[config.mk]
export PLATFORM = sky130hd
export DESIGN_NAME = exception_controller
export DESIGN_NICKNAME = d
export VERILOG_FILES = /design/src/rtl/exception_controller.sv
export SDC_FILE = /design/constraint.sdc
export NUM_CORES = 1
export LEC_CHECK = 0
export ABC_AREA = 1
export BUFFER_PORTS_ARGS = -buffer_cell sky130_fd_sc_hd__clkbuf_2
export CAP_MARGIN = 20
export CORE_MARGIN = 4
export CORE_UTILIZATION = 53
export DETAILED_ROUTE_END_ITERATION = 12
export GPL_ROUTABILITY_DRIVEN = 0
export GPL_TIMING_DRIVEN = 1
export PLACE_DENSITY_LB_ADDON = 0.15
export SYNTH_ARGS = -nofsm -noshare
export SYNTH_HDL_FRONTEND = slang
export SYNTH_SLANG_ARGS = --single-unit
[constraint.sdc]
create_clock -name clk -period 5.9 [get_ports clk]
set_input_delay 0.59 -clock clk [delete_from_list [all_inputs] [get_ports clk]]
set_output_delay 0.59 -clock clk [all_outputs]
set_load 0.05 [all_outputs]
[src/rtl/exception_controller.sv]
// Exception sequencer for the single-cycle MIPS core: latches three edge-triggered
// sources, takes them by fixed priority, saves/restores the PC and guards handlers with a watchdog.
module exception_controller #(
   parameter logic [31:0] HANDLER_BASE = 32'h0000_0800,
   parameter int          VEC_SHIFT    = 7,
   parameter int          TIMEOUT      = 1024
) (
   input  logic        clk,
   input  logic        reset,
   input  logic        expsrc0,
   input  logic        expsrc1,
   input  logic        expsrc2,
   input  logic [31:0] pc_next,
   input  logic        eret,
   input  logic        mask_we,
   input  logic [2:0]  mask_wdata,
   output logic        pc_redirect,
   output logic [31:0] redirect_pc,
   output logic [31:0] epc,
   output logic [1:0]  cause,
   output logic        in_service,
   output logic [2:0]  pending,
   output logic [2:0]  mask,
   output logic [10:0] cnt_exc,
   output logic        spurious_eret,
   output logic        wdog_fire
);

   localparam int              WD_W    = (TIMEOUT > 2) ? $clog2(TIMEOUT) : 1;
   localparam logic [WD_W-1:0] WD_LAST = WD_W'(TIMEOUT - 1);

   typedef enum logic {RUN, SERVICE} state_t;

   state_t          state;
   logic [2:0]      prev;
   logic [WD_W-1:0] wdog_cnt;

   logic [2:0]  src;
   logic [2:0]  rise;
   logic [2:0]  eligible;
   logic [1:0]  winner;
   logic [2:0]  winner_onehot;
   logic        take;
   logic        timeout;
   logic        ret;

   assign src      = {expsrc2, expsrc1, expsrc0};
   assign rise     = src & ~prev;
   assign eligible = pending & ~mask;

   always_comb begin
      winner        = 2'd0;
      winner_onehot = 3'b000;
      if (eligible[0]) begin
         winner        = 2'd0;
         winner_onehot = 3'b001;
      end else if (eligible[1]) begin
         winner        = 2'd1;
         winner_onehot = 3'b010;
      end else if (eligible[2]) begin
         winner        = 2'd2;
         winner_onehot = 3'b100;
      end
   end

   // Redirect decisions use only registered state and eret, never pc_next.
   assign take    = (state == RUN) && (eligible != 3'b000);
   assign timeout = (state == SERVICE) && (wdog_cnt == WD_LAST);
   assign ret     = (state == SERVICE) && (eret || timeout);

   assign pc_redirect = take || ret;
   assign redirect_pc = ret ? epc : HANDLER_BASE + (32'(winner) << VEC_SHIFT);
   assign in_service  = (state == SERVICE);

   always_ff @(posedge clk or posedge reset) begin
      if (reset) begin
         state         <= RUN;
         prev          <= 3'b000;
         pending       <= 3'b000;
         mask          <= 3'b000;
         epc           <= 32'h0;
         cause         <= 2'd0;
         cnt_exc       <= 11'd0;
         wdog_cnt      <= '0;
         spurious_eret <= 1'b0;
         wdog_fire     <= 1'b0;
      end else begin
         prev <= src;
         if (mask_we)
            mask <= mask_wdata;

         // A new edge on the source being taken wins over its clear.
         if (take)
            pending <= (pending & ~winner_onehot) | rise;
         else
            pending <= pending | rise;

         case (state)
            RUN: begin
               if (eret)
                  spurious_eret <= 1'b1;
               if (take) begin
                  epc      <= pc_next;
                  cause    <= winner;
                  cnt_exc  <= cnt_exc + 11'd1;
                  wdog_cnt <= '0;
                  state    <= SERVICE;
               end
            end
            SERVICE: begin
               if (ret) begin
                  state <= RUN;
                  if (!eret)
                     wdog_fire <= 1'b1;
               end else begin
                  wdog_cnt <= wdog_cnt + WD_W'(1);
               end
            end
            default: state <= RUN;
         endcase
      end
   end

endmodule

==> results of run 1 <==
## per-stage QoR
stage,setup WS [ns],power (mW),hold WS (ns)
floorplan,3.029,1.882,0.3996
global placement,3.197,2.196,0.4029
detailed placement,3.133,2.221,0.4157
CTS,2.763,2.574,0.3607
global route,2.574,2.711,0.3695
finish,2.790,2.550,0.3733
## critical path, stage by stage (launching register included)
cell	delay, ns
dfrtp_1	0.39
ha_1	0.23
nand2_1	0.11
nor2_4	0.15
nand4_4	0.52
nand2_1	0.31
nand2_1	0.06
o21ai_0	0.08
clkbuf_2	0.32
## power groups by stage
stage	logic [mW]	clock network [mW]	registers [mW]
2_1_floorplan	0.636	0	1.25
6_report	1.46	0.347	0.739
4_1_cts	1.48	0.358	0.738
3_3_place_gp	1.46	0	0.740
5_1_grt	1.57	0.376	0.760
3_5_place_dp	1.48	0	0.746
## synthesized netlist by cell type
cell	count	share of area, %
nand3_2	1	0.30
nand4_4	1	0.64
inv_2	2	0.23
ha_1	2	0.75
inv_1	49	5.5
a21boi_0	2	0.45
nor2_4	2	0.68
buf_6	3	1.0
o21ai_0	29	4.4
buf_2	9	1.4
nand4_1	4	0.75
a21boi_1	6	1.4
nand2_1	148	17
nand3b_1	2	0.45
o21ai_1	1	0.15
xnor2_1	2	0.53
nor2_1	18	2.0
o21bai_1	1	0.23
dfrtp_1	67	50
nand3_1	23	3.5
a21oi_2	18	4.7
xor2_1	8	2.1
clkbuf_1	3	0.34
a21oi_1	3	0.45
nand2_2	2	0.38
buf_4	1	0.23
o21bai_2	1	0.34
## how the worst max path moves through the flow
stage / to / slack, ns
2_1_floorplan: redirect_pc[0] / 3.03
3_3_place_gp: redirect_pc[0] / 3.20
3_5_place_dp: redirect_pc[7] / 3.13
4_1_cts: redirect_pc[7] / 2.76
5_1_grt: redirect_pc[7] / 2.57
6_report: redirect_pc[7] / 2.79
## kinds of logic (layout without fill, tap and decap cells)
family	Yosys count	after routing	share of synthesized area (%)
adder cells (fa/ha/maj)	2	2	0.7526
flip-flops	67	67	50.43
AND/OR/NAND/NOR	201	201	25.40
XOR/XNOR	10	10	2.635
AO/OA/AOI/OAI	61	61	12.08
buffers and inverters	67	196	8.694
## state kept, by name, indices dropped and copies added, names as in the netlist
name and flops:
pending 3, wdog_fire 1, in_service 1, spurious_eret 1, cnt_exc 11, prev 3
cause 2, mask 3, epc 32, wdog_cnt 10
## per-layer routing
layer / share of wire [%] / wire [um] / up-vias
li1: - / - / 1522
met1: 41 / 3289 / 1411
met2: 49 / 3966 / 105
met3: 7.7 / 617 / 12
met4: 1.9 / 153 / 0
met5: 0 / 0 / -
## cell type report
| class | instances | area, um^2 |
|---|---|---|
| fill | 504 | 1834 |
| sequential | 67 | 1677 |
| multi-input combinational | 274 | 1359 |
| timing repair buffer | 130 | 655.6 |
| inverter | 51 | 191.4 |
| clock buffer | 14 | 172.7 |
| tap | 75 | 93.84 |
| clock inverter | 1 | 7.507 |
==> impl_metrics.toml, run 1 <==
[synthesis]
syn_inst = 408
seq_area_frac_synth_pct = 50.43
synth_seq_cells = 67
synth_area_um2 = 3324
ys_warn_count = 0
syn_avg_cell_area_um2 = 8.148
syn_nets = 452
synth_cell_types = 27

[timing]
relSlewSlack_pct = 39.83
final_hold_viol_count = 0
final-setup-viol-count = 0
period_share_pct = 52.70
maxSlewViolCount = 0
rsz0062_at_grt = "false"
tightest_slew_ns = 0.9013
fmax_mhz = 321.6
min_period_ns = 3.110
tns_ns = 0
skew_ns = 0.007848

[cells_and_area]
final_cell_area_um2 = 4156
final_cell_mix = "nand2_1, clkbuf_2, dfrtp_1"
drive_gt1_share_pct = 31.84
final_common_cell = "nand2_1"
syn_to_final_growth_pct = 25.03
n_antenna_cell = 0
final_cells = 612
finish.net_count = 577
finish.utilization_pct = 69.38

[global_route]
grt_use_met3_pct = 5.109
grtUsageMet1_pct = 26.75
grt.total_usage_pct = 21.76
globalRouteMet2Util_pct = 37.47
antenna_found_initial = 0
grt_pass1_wl_um = 12970
grt_overflow = 0
grt_pass1_vias = 2899
grt_max_degree = 68
busiest_layer = "met2"

[cts]
ctsHoldBuffers = 0
cts_max_level = 3
cts_tree = "done"
cts.sinks = 67
cts_resized = 0
clk_pin_slew_ns = 0.07
clockBufferDepth = 2
root_buffer = "clkbuf_8"
tritoncts.num_buffers = 9
insertion_delay_ns = 0.34
cts_setup_buffers = 0

[setup_path]
r2r_start = "mask[0]"
cp-startpoint = "wdog_cnt[1]"
worstPathRequired_ns = 5.31
startpoint_type = "flip-flop"
crit_path_end_kind = "output pin"
crit_fanout = 33
worstRegToRegCells = 8
r2r_end = "cnt_exc[7]"
worstSetupPathType = "reg2out"
r2r_setup_slack_ns = 3.57
crit_arrival_ns = 2.52

[die]
rows = 28
ios = 129
dieArea_um2 = 7604
die_w_um = 87.20
die_h_um = 87.20
core_area_um2 = 5991
start_util_pct = 55.49

[min_path]
hold_path_depth = 1
worstHoldStart = "expsrc0"
min_to = "prev[0]"
hold_class = "in2reg"

[power_and_ir_drop]
p_leak_nw = 2.321
combPwrFrac_pct = 57.4
pwr-share-seq_pct = 29.0
switching_share_pct = 57.15
powerDensity_nw_per_um2 = 613.6
p_switching_mw = 1.458
vdd_ir_drop_max_uv = 436.8
p_int_mw = 1.093
power.share.clock_pct = 13.6

[route]
drt_iter0_drc = 129
antenna_left = 0
wl_um = 8027
vias = 3050
drt-wirelength-per-cell_um = 13.12
vias_per_cell = 4.984
dr.pass1.iters = 4
drc = 0

[placed_design]
hpwlAfterDp_um = 5828
dp.cells = 597
port_buffers = 128
placed_area_um2 = 3976

[status]
outcome = "complete, no violations"

[job]
drv_cap = 0
Note: power is estimated with default switching activity, not from simulation.
==> run 2: changes to the inputs <==
- CORE_UTILIZATION: 53 -> 49
- clock period: 5.9 -> 2.91 ns (I/O delays scaled with it)
==> impl_metrics.toml, run 2 (synthesis results as in run 1) <==
[status]
outcome = "complete, but fails checks"
failed_checks = "negative hold slack"

[route]
vias = 3018
wl_um = 8140
antenna_left = 0
vias_per_cell = 4.868
drt_iter0_drc = 112
dr.pass1.iters = 4
drt-wirelength-per-cell_um = 13.13
drc = 0

[setup_path]
startpoint_type = "flip-flop"
cp.depth = 7
cpLargestDelayFamily = "buffers and inverters"
cpPeakStageDelay_ns = 0.39
crit_path_end = "redirect_pc[31]"
crit_arrival_ns = 2.26
crit_fanout = 20
r2r_setup_slack_ns = 1.20
critical_path_buf_inv_count = 2
r2r_start = "mask[0]"
cp-startpoint = "wdog_cnt[1]"
worstRegToRegCells = 9
crit_path_end_kind = "output pin"
r2r_end = "cnt_exc[7]"
slowest_stage = "dfrtp_1"
worstPathRequired_ns = 2.62
path_cells = "ha_1, nand2_1, nor2_4, nand4_4, buf_4, a21boi_0, clkbuf_2"
worstSetupPathType = "reg2out"

[placed_design]
port_buffers = 128
hpwlAfterDp_um = 6181

[timing]
min_period_ns = 2.554
final-setup-viol-count = 0
rsz0062_at_grt = "false"
maxSlewViolCount = 0
tightest_slew_ns = 0.6203
period_share_pct = 87.77
skew_ns = 0.008474
final_hold_viol_count = 3
fin_hold_ws_ns = -0.001251
fmax_mhz = 391.5
relSlewSlack_pct = 58.59
tns_ns = 0

[cts]
cts_setup_buffers = 0
cts.sinks = 67
root_buffer = "clkbuf_8"
cts_max_level = 3
cts_tree = "done"
tritoncts.num_buffers = 9
cts_resized = 0
clockBufferDepth = 2
insertion_delay_ns = 0.35
ctsHoldBuffers = 0
clk_pin_slew_ns = 0.07

[cells_and_area]
largest_register_ffs = 32
final_common_cell = "nand2_1"
final_cell_mix = "nand2_1, clkbuf_2, dfrtp_1"
syn_to_final_growth_pct = 27.32
n_antenna_cell = 0
largest_register = "epc"
finish.net_count = 582
top_regs = "epc: 32 flops, cnt_exc: 11 flops, wdog_cnt: 10 flops"
drive_gt1_share_pct = 32.78

[global_route]
grt_max_degree = 35
grt_overflow = 0
grt.total_usage_pct = 20.75
grt_pass1_wl_um = 13860
antenna_found_initial = 0
grt_pass1_vias = 2881

[power_and_ir_drop]
p_leak_nw = 2.368
powerDensity_nw_per_um2 = 1254
vdd_ir_drop_max_uv = 599.1

[die]
rows = 29
start_util_pct = 51.47
die_w_um = 90.37
die_h_um = 90.37
ios = 129
dieArea_um2 = 8167
core_area_um2 = 6459

[min_path]
hold_class = "in2async"

[job]
drv_cap = 0
==> run 2: worst min path at each step <==
stage	endpoint	slack, ns	cells past startpoint
final	mask[1]	-0.001	2
after CTS	mask[1]	0.02	2
after global placement	mask[1]	0.39	2
after floorplan	prev[0]	0.32	0
after detailed placement	mask[1]	0.40	2
after global routing	mask[0]	0.05	2
==> run 2: report_power, final <==
part           internal (mW)  switching [mW]  total (mW)  leakage (nW)
Sequential              1.26           0.251        1.51         0.836
Combinational          0.619            2.39        3.01          1.43
Clock                  0.441           0.348       0.789         0.106
Total                   2.32            2.99        5.31          2.37
==> run 2: worst register-to-register path, cell delays in order, from the launching register on <==
cell,delay (ns)
dfrtp_1,0.39
inv_1,0.07
nand2_1,0.08
nand3_1,0.10
nand2_2,0.06
inv_2,0.34
buf_4,0.34
nand3_1,0.10
nand2_1,0.07
nand2_1,0.05
==> run 2: routing by layer <==
layer  global-route usage (%)  wire length [um]  vias to the layer above
li1                         -                 -                     1532
met1                    27.00              3621                     1378
met2                    33.48              3885                       99
met3                    5.333               507                        9
met4                    7.653               126                        0
met5                        0                 0                        -
==> run 2: area by class of cell <==
type	count	area [um^2]
clock buffers	12	155.1
clock inverters	4	48.80
fillers	570	2226
inverters	51	191.4
multi-input cells	274	1359
flip-flops and latches	67	1677
well taps	77	96.34
repair buffers	135	705.7
==> run 2: stage by stage <==
| step | total power, mW | cell area, um^2 | utilization (%) | instances | setup slack [ns] |
|---|---|---|---|---|---|
| 3_3_place_gp | 4.511 | 4029 | 62.38 | 604 | 0.7747 |
| 3_5_place_dp | 4.556 | 4029 | 62.38 | 604 | 0.7209 |
| 2_1_floorplan | 3.816 | 3324 | - | 408 | 0.3379 |
| 6_report | 5.309 | 4233 | 65.54 | 620 | 0.3559 |
| 5_1_grt | 5.618 | 4233 | 65.54 | 620 | 0.1510 |
| 4_1_cts | 5.352 | 4233 | 65.54 | 620 | 0.3548 |
